`src/rtl/ace_snoop_pkg.sv`:
```
// Shared ACE snoop definitions: ACSNOOP codes, CRRESP bit positions, FSM states and error codes.
package ace_snoop_pkg;

    localparam logic [3:0] SNP_READ_ONCE             = 4'b0000;
    localparam logic [3:0] SNP_READ_SHARED           = 4'b0001;
    localparam logic [3:0] SNP_READ_CLEAN            = 4'b0010;
    localparam logic [3:0] SNP_READ_NOT_SHARED_DIRTY = 4'b0011;
    localparam logic [3:0] SNP_READ_UNIQUE           = 4'b0111;
    localparam logic [3:0] SNP_CLEAN_SHARED          = 4'b1000;
    localparam logic [3:0] SNP_CLEAN_INVALID         = 4'b1001;
    localparam logic [3:0] SNP_MAKE_INVALID          = 4'b1101;

    localparam int unsigned CR_DATA_TRANSFER = 0;
    localparam int unsigned CR_ERROR         = 1;
    localparam int unsigned CR_PASS_DIRTY    = 2;
    localparam int unsigned CR_IS_SHARED     = 3;
    localparam int unsigned CR_WAS_UNIQUE    = 4;

    localparam logic [1:0] ERR_OK      = 2'd0;
    localparam logic [1:0] ERR_TIMEOUT = 2'd1;
    localparam logic [1:0] ERR_CDLAST  = 2'd2;

    typedef enum logic [2:0] {
        IDLE    = 3'd0,
        AC_SEND = 3'd1,
        CR_WAIT = 3'd2,
        CD_RECV = 3'd3,
        RESP    = 3'd4
    } snoop_state_e;

    // States in which the abort timer runs.
    function automatic logic is_wait_state(snoop_state_e s);
        return (s == AC_SEND) || (s == CR_WAIT) || (s == CD_RECV);
    endfunction

endpackage

```
`src/rtl/snoop_line_buffer.sv`:
```
// Cache-line collector: saturating beat counter plus LINE_BEATS x CD_DATA_WIDTH register file.
module snoop_line_buffer #(
    parameter  int unsigned CD_DATA_WIDTH = 128,
    parameter  int unsigned LINE_BEATS    = 4,
    localparam int unsigned BEAT_W        = $clog2(LINE_BEATS + 1),
    localparam int unsigned LINE_W        = LINE_BEATS * CD_DATA_WIDTH
) (
    input  logic                     clk_i,
    input  logic                     rst_i,
    input  logic                     clr_i,
    input  logic                     we_i,
    input  logic [CD_DATA_WIDTH-1:0] data_i,
    output logic [BEAT_W-1:0]        beat_cnt_o,
    output logic                     sat_o,
    output logic [LINE_W-1:0]        line_o
);

    logic [BEAT_W-1:0] cnt_q, cnt_d;
    logic [LINE_W-1:0] line_q, line_d;
    logic              sat;

    assign sat = (cnt_q == BEAT_W'(LINE_BEATS));

    // Beats past the end of the line are dropped once the counter saturates.
    always_comb begin
        cnt_d  = cnt_q;
        line_d = line_q;
        if (clr_i) begin
            cnt_d  = '0;
            line_d = '0;
        end else if (we_i && !sat) begin
            for (int unsigned b = 0; b < LINE_BEATS; b++) begin
                if (cnt_q == BEAT_W'(b)) begin
                    line_d[b*CD_DATA_WIDTH +: CD_DATA_WIDTH] = data_i;
                end
            end
            cnt_d = cnt_q + BEAT_W'(1);
        end
    end

    always_ff @(posedge clk_i or posedge rst_i) begin
        if (rst_i) begin
            cnt_q  <= '0;
            line_q <= '0;
        end else begin
            cnt_q  <= cnt_d;
            line_q <= line_d;
        end
    end

    assign beat_cnt_o = cnt_q;
    assign sat_o      = sat;
    assign line_o     = line_q;

endmodule

```
`src/rtl/ace_snoop_initiator.sv`:
```
// ACE snoop initiator: issues one AC request, collects CR and optional CD line, returns the result.
module ace_snoop_initiator
    import ace_snoop_pkg::*;
#(
    parameter int unsigned ADDR_WIDTH    = 44,
    parameter int unsigned CD_DATA_WIDTH = 128,
    parameter int unsigned LINE_BEATS    = 4,
    parameter int unsigned TIMEOUT       = 1024
) (
    input  logic                                clk_100MHz,
    input  logic                                reset,
    input  logic                                req_valid,
    output logic                                req_ready,
    input  logic [ADDR_WIDTH-1:0]               req_addr,
    input  logic [3:0]                          req_snoop,
    input  logic [2:0]                          req_prot,
    output logic                                acvalid,
    input  logic                                acready,
    output logic [ADDR_WIDTH-1:0]               acaddr,
    output logic [3:0]                          acsnoop,
    output logic [2:0]                          acprot,
    input  logic                                crvalid,
    output logic                                crready,
    input  logic [4:0]                          crresp,
    input  logic                                cdvalid,
    output logic                                cdready,
    input  logic [CD_DATA_WIDTH-1:0]            cddata,
    input  logic                                cdlast,
    output logic                                rsp_valid,
    input  logic                                rsp_ready,
    output logic [4:0]                          rsp_crresp,
    output logic [LINE_BEATS*CD_DATA_WIDTH-1:0] rsp_data,
    output logic                                rsp_has_data,
    output logic [1:0]                          rsp_err,
    output logic                                busy
);

    localparam int unsigned TMR_W    = (TIMEOUT > 1) ? $clog2(TIMEOUT) : 1;
    localparam int unsigned BEAT_W   = $clog2(LINE_BEATS + 1);
    localparam logic [BEAT_W-1:0] LAST_IDX = BEAT_W'(LINE_BEATS - 1);

    snoop_state_e state_q, state_d;

    logic [TMR_W-1:0]      tmr_q, tmr_d;
    logic [ADDR_WIDTH-1:0] acaddr_q, acaddr_d;
    logic [3:0]            acsnoop_q, acsnoop_d;
    logic [2:0]            acprot_q, acprot_d;
    logic [4:0]            rsp_crresp_q, rsp_crresp_d;
    logic                  rsp_has_data_q, rsp_has_data_d;
    logic [1:0]            rsp_err_q, rsp_err_d;
    logic                  req_ready_q, req_ready_d;
    logic                  acvalid_q, acvalid_d;
    logic                  crready_q, crready_d;
    logic                  cdready_q, cdready_d;
    logic                  rsp_valid_q, rsp_valid_d;
    logic                  busy_q, busy_d;

    logic                  req_fire, ac_fire, cr_fire, cd_fire, rsp_fire;
    logic                  tmr_hit, abort, cd_mismatch, buf_clr;
    logic [BEAT_W-1:0]     buf_cnt;
    logic                  buf_sat;

    // Handshakes only ever see registered ready/valid, so no input reaches them combinationally.
    assign req_fire = req_valid & req_ready_q;
    assign ac_fire  = acvalid_q & acready;
    assign cr_fire  = crvalid & crready_q;
    assign cd_fire  = cdvalid & cdready_q;
    assign rsp_fire = rsp_valid_q & rsp_ready;

    assign tmr_hit = (TIMEOUT != 0) && (tmr_q == TMR_W'(TIMEOUT - 1));

    assign cd_mismatch = cdlast ? (buf_sat || (buf_cnt != LAST_IDX)) : (buf_cnt == LAST_IDX);

    // A handshake landing on the final timer cycle still wins over the abort.
    always_comb begin
        abort = 1'b0;
        if (tmr_hit) begin
            unique case (state_q)
                AC_SEND: abort = !ac_fire;
                CR_WAIT: abort = !cr_fire;
                CD_RECV: abort = !(cd_fire && cdlast);
                default: abort = 1'b0;
            endcase
        end
    end

    snoop_line_buffer #(
        .CD_DATA_WIDTH (CD_DATA_WIDTH),
        .LINE_BEATS    (LINE_BEATS)
    ) u_line_buf (
        .clk_i      (clk_100MHz),
        .rst_i      (reset),
        .clr_i      (buf_clr),
        .we_i       (cd_fire),
        .data_i     (cddata),
        .beat_cnt_o (buf_cnt),
        .sat_o      (buf_sat),
        .line_o     (rsp_data)
    );

    always_ff @(posedge clk_100MHz or posedge reset) begin
        if (reset) begin
            state_q <= IDLE;
        end else begin
            state_q <= state_d;
        end
    end

    always_comb begin
        state_d = state_q;
        unique case (state_q)
            IDLE: begin
                if (req_fire) state_d = AC_SEND;
            end
            AC_SEND: begin
                if (ac_fire)    state_d = CR_WAIT;
                else if (abort) state_d = RESP;
            end
            CR_WAIT: begin
                if (cr_fire)    state_d = crresp[CR_DATA_TRANSFER] ? CD_RECV : RESP;
                else if (abort) state_d = RESP;
            end
            CD_RECV: begin
                if ((cd_fire && cdlast) || abort) state_d = RESP;
            end
            RESP: begin
                if (rsp_fire) state_d = IDLE;
            end
            default: state_d = IDLE;
        endcase
    end

    // Outputs are decoded from the next state and latched, keeping every valid/ready a flop.
    always_comb begin
        req_ready_d    = (state_d == IDLE);
        acvalid_d      = (state_d == AC_SEND);
        crready_d      = (state_d == CR_WAIT);
        cdready_d      = (state_d == CD_RECV);
        rsp_valid_d    = (state_d == RESP);
        busy_d         = (state_d != IDLE);
        acaddr_d       = acaddr_q;
        acsnoop_d      = acsnoop_q;
        acprot_d       = acprot_q;
        rsp_crresp_d   = rsp_crresp_q;
        rsp_has_data_d = rsp_has_data_q;
        rsp_err_d      = rsp_err_q;
        buf_clr        = 1'b0;
        tmr_d          = '0;

        if ((state_d == state_q) && is_wait_state(state_q)) begin
            tmr_d = tmr_q + TMR_W'(1);
        end

        if (req_fire) begin
            acaddr_d       = req_addr;
            acsnoop_d      = req_snoop;
            acprot_d       = req_prot;
            rsp_crresp_d   = '0;
            rsp_has_data_d = 1'b0;
            rsp_err_d      = ERR_OK;
            buf_clr        = 1'b1;
        end

        if (cr_fire) begin
            rsp_crresp_d = crresp;
        end

        if (cd_fire) begin
            if (cd_mismatch) rsp_err_d = ERR_CDLAST;
            if (cdlast)      rsp_has_data_d = 1'b1;
        end

        if (abort) begin
            rsp_err_d = ERR_TIMEOUT;
        end
    end

    always_ff @(posedge clk_100MHz or posedge reset) begin
        if (reset) begin
            tmr_q          <= '0;
            acaddr_q       <= '0;
            acsnoop_q      <= '0;
            acprot_q       <= '0;
            rsp_crresp_q   <= '0;
            rsp_has_data_q <= 1'b0;
            rsp_err_q      <= ERR_OK;
            req_ready_q    <= 1'b1;
            acvalid_q      <= 1'b0;
            crready_q      <= 1'b0;
            cdready_q      <= 1'b0;
            rsp_valid_q    <= 1'b0;
            busy_q         <= 1'b0;
        end else begin
            tmr_q          <= tmr_d;
            acaddr_q       <= acaddr_d;
            acsnoop_q      <= acsnoop_d;
            acprot_q       <= acprot_d;
            rsp_crresp_q   <= rsp_crresp_d;
            rsp_has_data_q <= rsp_has_data_d;
            rsp_err_q      <= rsp_err_d;
            req_ready_q    <= req_ready_d;
            acvalid_q      <= acvalid_d;
            crready_q      <= crready_d;
            cdready_q      <= cdready_d;
            rsp_valid_q    <= rsp_valid_d;
            busy_q         <= busy_d;
        end
    end

    assign req_ready    = req_ready_q;
    assign acvalid      = acvalid_q;
    assign acaddr       = acaddr_q;
    assign acsnoop      = acsnoop_q;
    assign acprot       = acprot_q;
    assign crready      = crready_q;
    assign cdready      = cdready_q;
    assign rsp_valid    = rsp_valid_q;
    assign rsp_crresp   = rsp_crresp_q;
    assign rsp_has_data = rsp_has_data_q;
    assign rsp_err      = rsp_err_q;
    assign busy         = busy_q;

endmodule

```
`config.mk`:
```
export PLATFORM = sky130hd
export DESIGN_NAME = ace_snoop_initiator
export DESIGN_NICKNAME = d
export VERILOG_FILES = /design/src/rtl/ace_snoop_pkg.sv /design/src/rtl/snoop_line_buffer.sv /design/src/rtl/ace_snoop_initiator.sv
export SDC_FILE = /design/constraint.sdc
export NUM_CORES = 1
export LEC_CHECK = 0
export BUFFER_PORTS_ARGS = -buffer_cell sky130_fd_sc_hd__buf_2
export CAP_MARGIN = 15
export CORE_AREA = 2 2 297 299
export CTS_CLUSTER_SIZE = 40
export DETAILED_ROUTE_END_ITERATION = 12
export DIE_AREA = 0 0 299 301
export PLACE_DENSITY = 0.58
export SLEW_MARGIN = 20
export SYNTH_ARGS = -nofsm -noshare
export SYNTH_HDL_FRONTEND = slang
export SYNTH_SLANG_ARGS = --single-unit
```
`constraint.sdc`:
```
create_clock -name clk_100MHz -period 39.9 [get_ports clk_100MHz]
set_input_delay 5.985 -clock clk_100MHz [delete_from_list [all_inputs] [get_ports clk_100MHz]]
set_output_delay 5.985 -clock clk_100MHz [all_outputs]
set_load 0.005 [all_outputs]
```
==> flow_summary_export.csv, run 1 <==
group,metric,value,unit
run_status,status,"completed",
critical_path,crit_path_end_kind,"flop",
clock_tree,cts_resized,0,
logic_synthesis,avgSynthCellArea,9.04,um2
timing,report.final.slew_viol_count,0,
critical_path,critPathKind,"in2reg",
clock_tree,clk_pin_slew,60,ps
drt,drt_first_pass_iters,5,
critical_path,reg2reg_from,"req_ready$_DFF_PP1_",
grt,grtUsageMet3,0.0452,
grt,grt_most_used_layer,"met2",
power_and_ir_drop,max-vdd-ir-drop,0.0317,mV
critical_path,critPathBufInv,4,
clock_tree,postCtsSetupRepairBufs,0,
logic_synthesis,synth_xor_area_frac,0.00376,
grt,grt.met1_usage,0.236,
timing,final-hold-violation-count,0,
critical_path,crit_start,"req_valid",
critical_path,path_max_fanout,101,
logic_synthesis,async_flop_share,1.00,
floorplanning,io_pins,769,
grt,grt_usage,0.183,
clock_tree,clock_latency,600,ps
drt,vias_per_cell,4.63,
drt,drt-total-wl,85600,um
timing,rsz0062_at_grt,"false",
timing,tightest_slew,1150,ps
critical_path,cp.arrival,9600,ps
logic_synthesis,yosys.area.top_type,"dfrtp_1",
clock_tree,htree_num_levels,3,
logic_synthesis,synth_cell_types,43,
grt,grt_overflow_total,0,
critical_path,slowest_delay,950,ps
worst_hold_path,hold_start,"acaddr[8]$_DFFE_PP0P_",
power_and_ir_drop,power.leakage,15.5,nW
logic_synthesis,synth_compound_area_frac,0.118,
logic_synthesis,synth_top_family_by_area,"simple AND/OR/NAND/NOR gates",
run,drv_cap,0,
worst_hold_path,min_path_type,"reg2reg",
timing,finalSetupViolations,0,
clock_tree,cts.hold.buffers_added,0,
logic_synthesis,synth_seq_area_share,0.637,
floorplanning,start_util,0.269,
timing,max_freq,109,MHz
timing,min_period,9180,ps
floorplanning,die_h,301,um
logic_synthesis,synth_mux_area_frac,0.000483,
critical_path,crit_top_cell,"buf_4",
clock_tree,clockRootBuffer,"clkbuf_16",
logic_synthesis,synth_edf_count,0,
drt,antenna_left,0,
logic_synthesis,netlist.area_leader.share,0.636,
placed_design,port_buffers,768,
clock_tree,numCtsBuffers,70,
critical_path,worstPathRequired,40320,ps
logic_synthesis,synthTopCellsByCount,"nand2_1 (1194), dfrtp_1 (592), a21oi_1 (516)",
logic_synthesis,synthesis.area,23300,um2
timing,finClkSkew,21.0,ps
layout,area_growth,30.8,%
layout,layout.nets,3461,
logic_synthesis,ys_seq_elements,593,
placed_design,hpwl,56700,um
drt,drc,0,
logic_synthesis,synthTopCellsByArea,"dfrtp_1 (64%), nand2_1 (19%), a21oi_1 (11%)",
grt,grt_pass1_wl,129000,um
critical_path,cp_cell_sequence,"buf_2, and2_4, buf_4, buf_4, buf_4, a21oi_1",
clock_tree,cts_tree,"built",
clock_tree,clock_path_buffers,3,
floorplanning,core_area,86500,um2
critical_path,critPathLaunchType,"input pin",
grt,grt_pass1_vias,20725,
power_and_ir_drop,p_per_area,59.5,nW/um2
clock_tree,cts_sinks,593,
logic_synthesis,synth_fp_nets,2776,
timing,finalSetupTns,0,ps
floorplanning,placementRows,108,
placed_design,gp_congestion,0.843,
drt,wire_per_inst,19.1,um
logic_synthesis,synth_warnings,0,
layout,post-route-cell-area,30500,um2
logic_synthesis,yosysMostFrequentCell,"nand2_1",
floorplanning,die_area,90000,um2
grt,grt_antenna_before_repair,8,
logic_synthesis,postSynthCellCount,2578,
layout,layout-drive-gt1-share,0.278,
drt,vias,20731,
logic_synthesis,synth-main-ff-cell,"dfrtp_1",
timing,max-slew-margin-rel,0.233,
grt,grt_max_degree,112,
layout,final_util,0.352,
logic_synthesis,synth_fa_ha_area_frac,0.00322,
critical_path,cp_top_family,"buffers and inverters",
timing,fin_crit_sh,0.230,
grt,use_met2,0.291,
drt,drtIter0Drc,1477,
critical_path,crit_slowest_cell,"buf_4",
floorplanning,die_w,299,um
placed_design,placed_cell_area,28200,um2
logic_synthesis,synth-simple-area-share,0.206,
-- sequential cells by signal, summed over array words and instances (netlist names), 2 cells and up --
| signal | cells |
|---|---|
| u_line_buf.line_o | 512 |
| acaddr | 44 |
| tmr_q | 10 |
| rsp_crresp | 5 |
| acsnoop | 4 |
| acprot | 3 |
| state_q | 3 |
| u_line_buf.beat_cnt_o | 3 |
| rsp_err | 2 |
-- worst paths after layout --
path | end | slack (ps) | cells after the start
setup / recovery | u_line_buf.line_o[332]$_DFFE_PP0P_ | 30720 | 6
hold / removal | acaddr[8]$_DFFE_PP0P_ | 470 | 2
setup reg to reg | u_line_buf.line_o[332]$_DFFE_PP0P_ | 35660 | 5
hold reg to reg | acaddr[8]$_DFFE_PP0P_ | 470 | 2
max in group asynchronous | u_line_buf.line_o[147]$_DFFE_PP0P_ | 31270 | 5
min in group asynchronous | u_line_buf.line_o[390]$_DFFE_PP0P_ | 5520 | 2
-- area by class of cell --
class | count | area (um2)
clock buffers | 100 | 2010
flip-flops and latches | 593 | 14800
repair buffers | 796 | 4050
well taps | 1155 | 1450
clock inverters | 21 | 285
fillers | 9053 | 56000
diodes | 7 | 17.5
multi-input cells | 1798 | 7790
inverters | 4 | 22.5
-- cell usage in the layout (no fill, tap or decap), types with 5 or more instances in the layout --
cell type / count
dfrtp_1: 592
buf_4: 28
diode_2: 7
ha_1: 6
clkbuf_16: 72
nand3_1: 7
clkbuf_8: 10
nand2_1: 1190
nor2_1: 5
buf_2: 768
clkinv_2: 8
xor2_1: 6
nor3_1: 9
a21oi_1: 516
clkbuf_1: 18
-- kinds of logic (layout without fill, tap and decap cells) --
family | count (synthesis) | in the layout
simple gates | 1246 | 1246
flops | 593 | 593
compound gates | 535 | 535
buf+inv | 187 | 921
xor+xnor | 10 | 10
fa+ha+maj | 6 | 6
mux | 1 | 1
other cells | 0 | 7
-- power breakdown --
group          internal (mW)  switching [mW]  leakage, nW
clock                  0.379           0.262         1.12
combinational          0.145           0.256         6.20
sequential             0.710          0.0601         8.15
total                   1.23           0.578         15.5
-- stage by stage --
step / setup slack (ps) / std cells / hold WS [ps] / power [mW]
finish: 30720 / 4474 / 468 / 1.81
global route: 30550 / 4472 / 489 / 1.91
CTS: 30860 / 4467 / 472 / 1.84
detailed placement: 30200 / 4346 / 457 / 1.18
global placement: 30210 / 4346 / 453 / 1.18
floorplan: 17320 / 2578 / 470 / 0.975
-- routing by layer --
metal  share of wire  up-vias  wire length, um
li1                -     9655                -
met1            0.41    10142            35400
met2            0.47      747            39900
met3           0.074      185             6360
met4           0.045        2             3830
met5         0.00015        -               13
-- worst min-delay path, cell delays in order, from the launching register on --
cell,delay [ps]
dfrtp_1,340
nand2_1,50
nand2_1,50
(Power assumes the default switching activity.)
==> inputs of run 2 (changes only) <==
Settings changed: CORE_AREA 2 2 297 299 to 2 2 299 301, DIE_AREA 0 0 299 301 to 0 0 301 303, PLACE_DENSITY 0.58 to 0.57.
Clock period 39.9 ns to 8.7 ns, I/O delays scaled along.
==> flow_summary_export.csv, run 2 (same netlist as run 1, synthesis figures left out) <==
group,metric,value,unit
worst_hold_path,hold_start,"acsnoop[3]$_DFFE_PP0P_",
layout,final_common_cell,"nand2_1",
drt,vias,20660,
floorplanning,die_w,301,um
timing,report.final.slew_viol_count,0,
critical_path,crit_cells,6,
timing,finClkSkew,28.9,ps
grt,grt_pass1_vias,20091,
floorplanning,die_h,303,um
placed_design,gp_congestion,0.819,
clock_tree,clock_path_buffers,3,
layout,final_util,0.347,
power_and_ir_drop,seqPwrFrac,0.422,
clock_tree,clockRootBuffer,"clkbuf_16",
timing,finalSetupViolations,0,
power_and_ir_drop,pwr-share-clk,0.356,
drt,wire_per_inst,19.4,um
power_and_ir_drop,power,8.35,mW
clock_tree,cts_sinks,593,
run_status,status,"completed",
timing,min_period,3390,ps
timing,rsz0062_at_grt,"false",
clock_tree,clock_latency,600,ps
critical_path,critPathKind,"in2reg",
power_and_ir_drop,internal_power,5.67,mW
critical_path,reg2reg_depth,5,
critical_path,path_max_fanout,70,
layout,layout.nets,3457,
drt,highest_layer,"met5",
floorplanning,core_area,88000,um2
floorplanning,start_util,0.265,
drt,vias_per_cell,4.61,
grt,grt_overflow_total,0,
timing,tightest_slew,1130,ps
clock_tree,cts_resized,0,
critical_path,crit_start,"cdvalid",
layout,final_cell_mix,"nand2_1 (1190), buf_2 (768), dfrtp_1 (592)",
timing,max-slew-margin-rel,0.247,
drt,drtIter0Drc,1362,
timing,finalSetupTns,0,ps
timing,max_freq,295,MHz
critical_path,cp.arrival,3880,ps
layout,finalNonFillerCells,4480,
placed_design,port_buffers,768,
layout,multi_input_area,7790,um2
critical_path,cp_top_family,"simple AND/OR/NAND/NOR gates",
drt,wl_met2,41000,um
clock_tree,cts_tree,"built",
floorplanning,placementRows,109,
floorplanning,io_pins,769,
critical_path,cp_cell_sequence,"buf_2, and3b_1, and2_4, buf_4, nand2_1, a21oi_1",
floorplanning,die_area,91200,um2
drt,drc,0,
critical_path,slowest_delay,880,ps
power_and_ir_drop,power.leakage,15.5,nW
critical_path,cp-endpoint,"u_line_buf.line_o[39]$_DFFE_PP0P_",
drt,wl_met3,6130,um
grt,grt_pass1_wl,128000,um
layout,fill_cells,9267,
power_and_ir_drop,swShare,0.321,
critical_path,critPathLaunchType,"input pin",
layout,area_growth,31.2,%
run,drv_cap,0,
worst_hold_path,min_path_type,"reg2reg",
placed_design,preCtsSetupSlack,4690,ps
critical_path,reg2reg_from,"u_line_buf.beat_cnt_o[2]$_DFFE_PP0P_",
timing,final-hold-violation-count,0,
placed_design,placed_cell_area,28200,um2
drt,antenna_left,0,
power_and_ir_drop,combinationalPowerShare,0.222,
drt,m1WireLength,36000,um
layout,largest_reg_flops,512,
layout,layout-drive-gt1-share,0.280,
clock_tree,postCtsSetupRepairBufs,0,
clock_tree,numCtsBuffers,70,
timing,layout_setup_ws,5310,ps
placed_design,dp.cells,4352,
clock_tree,htree_num_levels,3,
layout,post-route-cell-area,30600,um2
power_and_ir_drop,p_sw,2.68,mW
grt,grt_antenna_before_repair,9,
timing,hold_ws,469,ps
clock_tree,cts.hold.buffers_added,0,
critical_path,r2r_slack,5660,ps
critical_path,critPathBufInv,2,
clock_tree,clk_pin_slew,60,ps
critical_path,crit_slowest_cell,"and2_4",
timing,fin_crit_sh,0.390,
power_and_ir_drop,p_per_area,273,nW/um2
drt,drt_first_pass_iters,5,
critical_path,crit_path_end_kind,"flop",
grt,grt_max_degree,201,
power_and_ir_drop,max-vdd-ir-drop,0.129,mV
placed_design,hpwl,57200,um
grt,grt_usage,0.182,
critical_path,r2r_end,"u_line_buf.line_o[39]$_DFFE_PP0P_",
drt,drt-total-wl,87000,um
critical_path,worstPathRequired,9190,ps
layout,final-seq-area,14800,um2
[run 2: cell types whose count changed in the layout (fill, tap and decap cells not counted), sizes merged]
cell | before | now
clkbuf | 100 | 101
buf | 796 | 792
bufinv | 4 | 2
clkinvlp | 1 | 3
clkinv | 12 | 14
inv | 8 | 5
[run 2: layer usage]
metal	vias up	GRT usage
li1	9620	-
met1	10074	0.232
met2	779	0.292
met3	185	0.0411
met4	2	0.0891
met5	-	0
[run 2: worst min-delay path, stage by stage, from the launching register on]
cell and delay (ps):
dfrtp_1 330, nand2_1 50, nand2_1 60
[run 2: worst min-delay path by stage]
stage / endpoint / cells past startpoint
global route: acaddr[19]$_DFFE_PP0P_ / 2
floorplan: acaddr[0]$_DFFE_PP0P_ / 2
global placement: acaddr[3]$_DFFE_PP0P_ / 2
CTS: acsnoop[3]$_DFFE_PP0P_ / 2
detailed placement: acsnoop[3]$_DFFE_PP0P_ / 2
finish: acsnoop[3]$_DFFE_PP0P_ / 2
[run 2: area by class of cell]
| type | count | area share |
|---|---|---|
| Antenna cell | 7 | 0.000573 |
| Multi-Input combinational cell | 1798 | 0.255 |
| Sequential cell | 593 | 0.486 |
| Clock buffer | 101 | 0.0684 |
| Clock inverter | 20 | 0.00770 |
| Tap cell | 1165 | 0.0477 |
| Timing Repair Buffer | 792 | 0.134 |
| Inverter | 4 | 0.000614 |
[run 2: power groups by stage]
stage	Clock (mW)	Sequential [mW]	Combinational, mW
4_1_cts	3.06	3.52	1.88
6_report	2.97	3.52	1.85
3_3_place_gp	0	3.54	1.87
3_5_place_dp	0	3.56	1.88
2_1_floorplan	0	3.60	0.871
5_1_grt	3.17	3.58	2.07
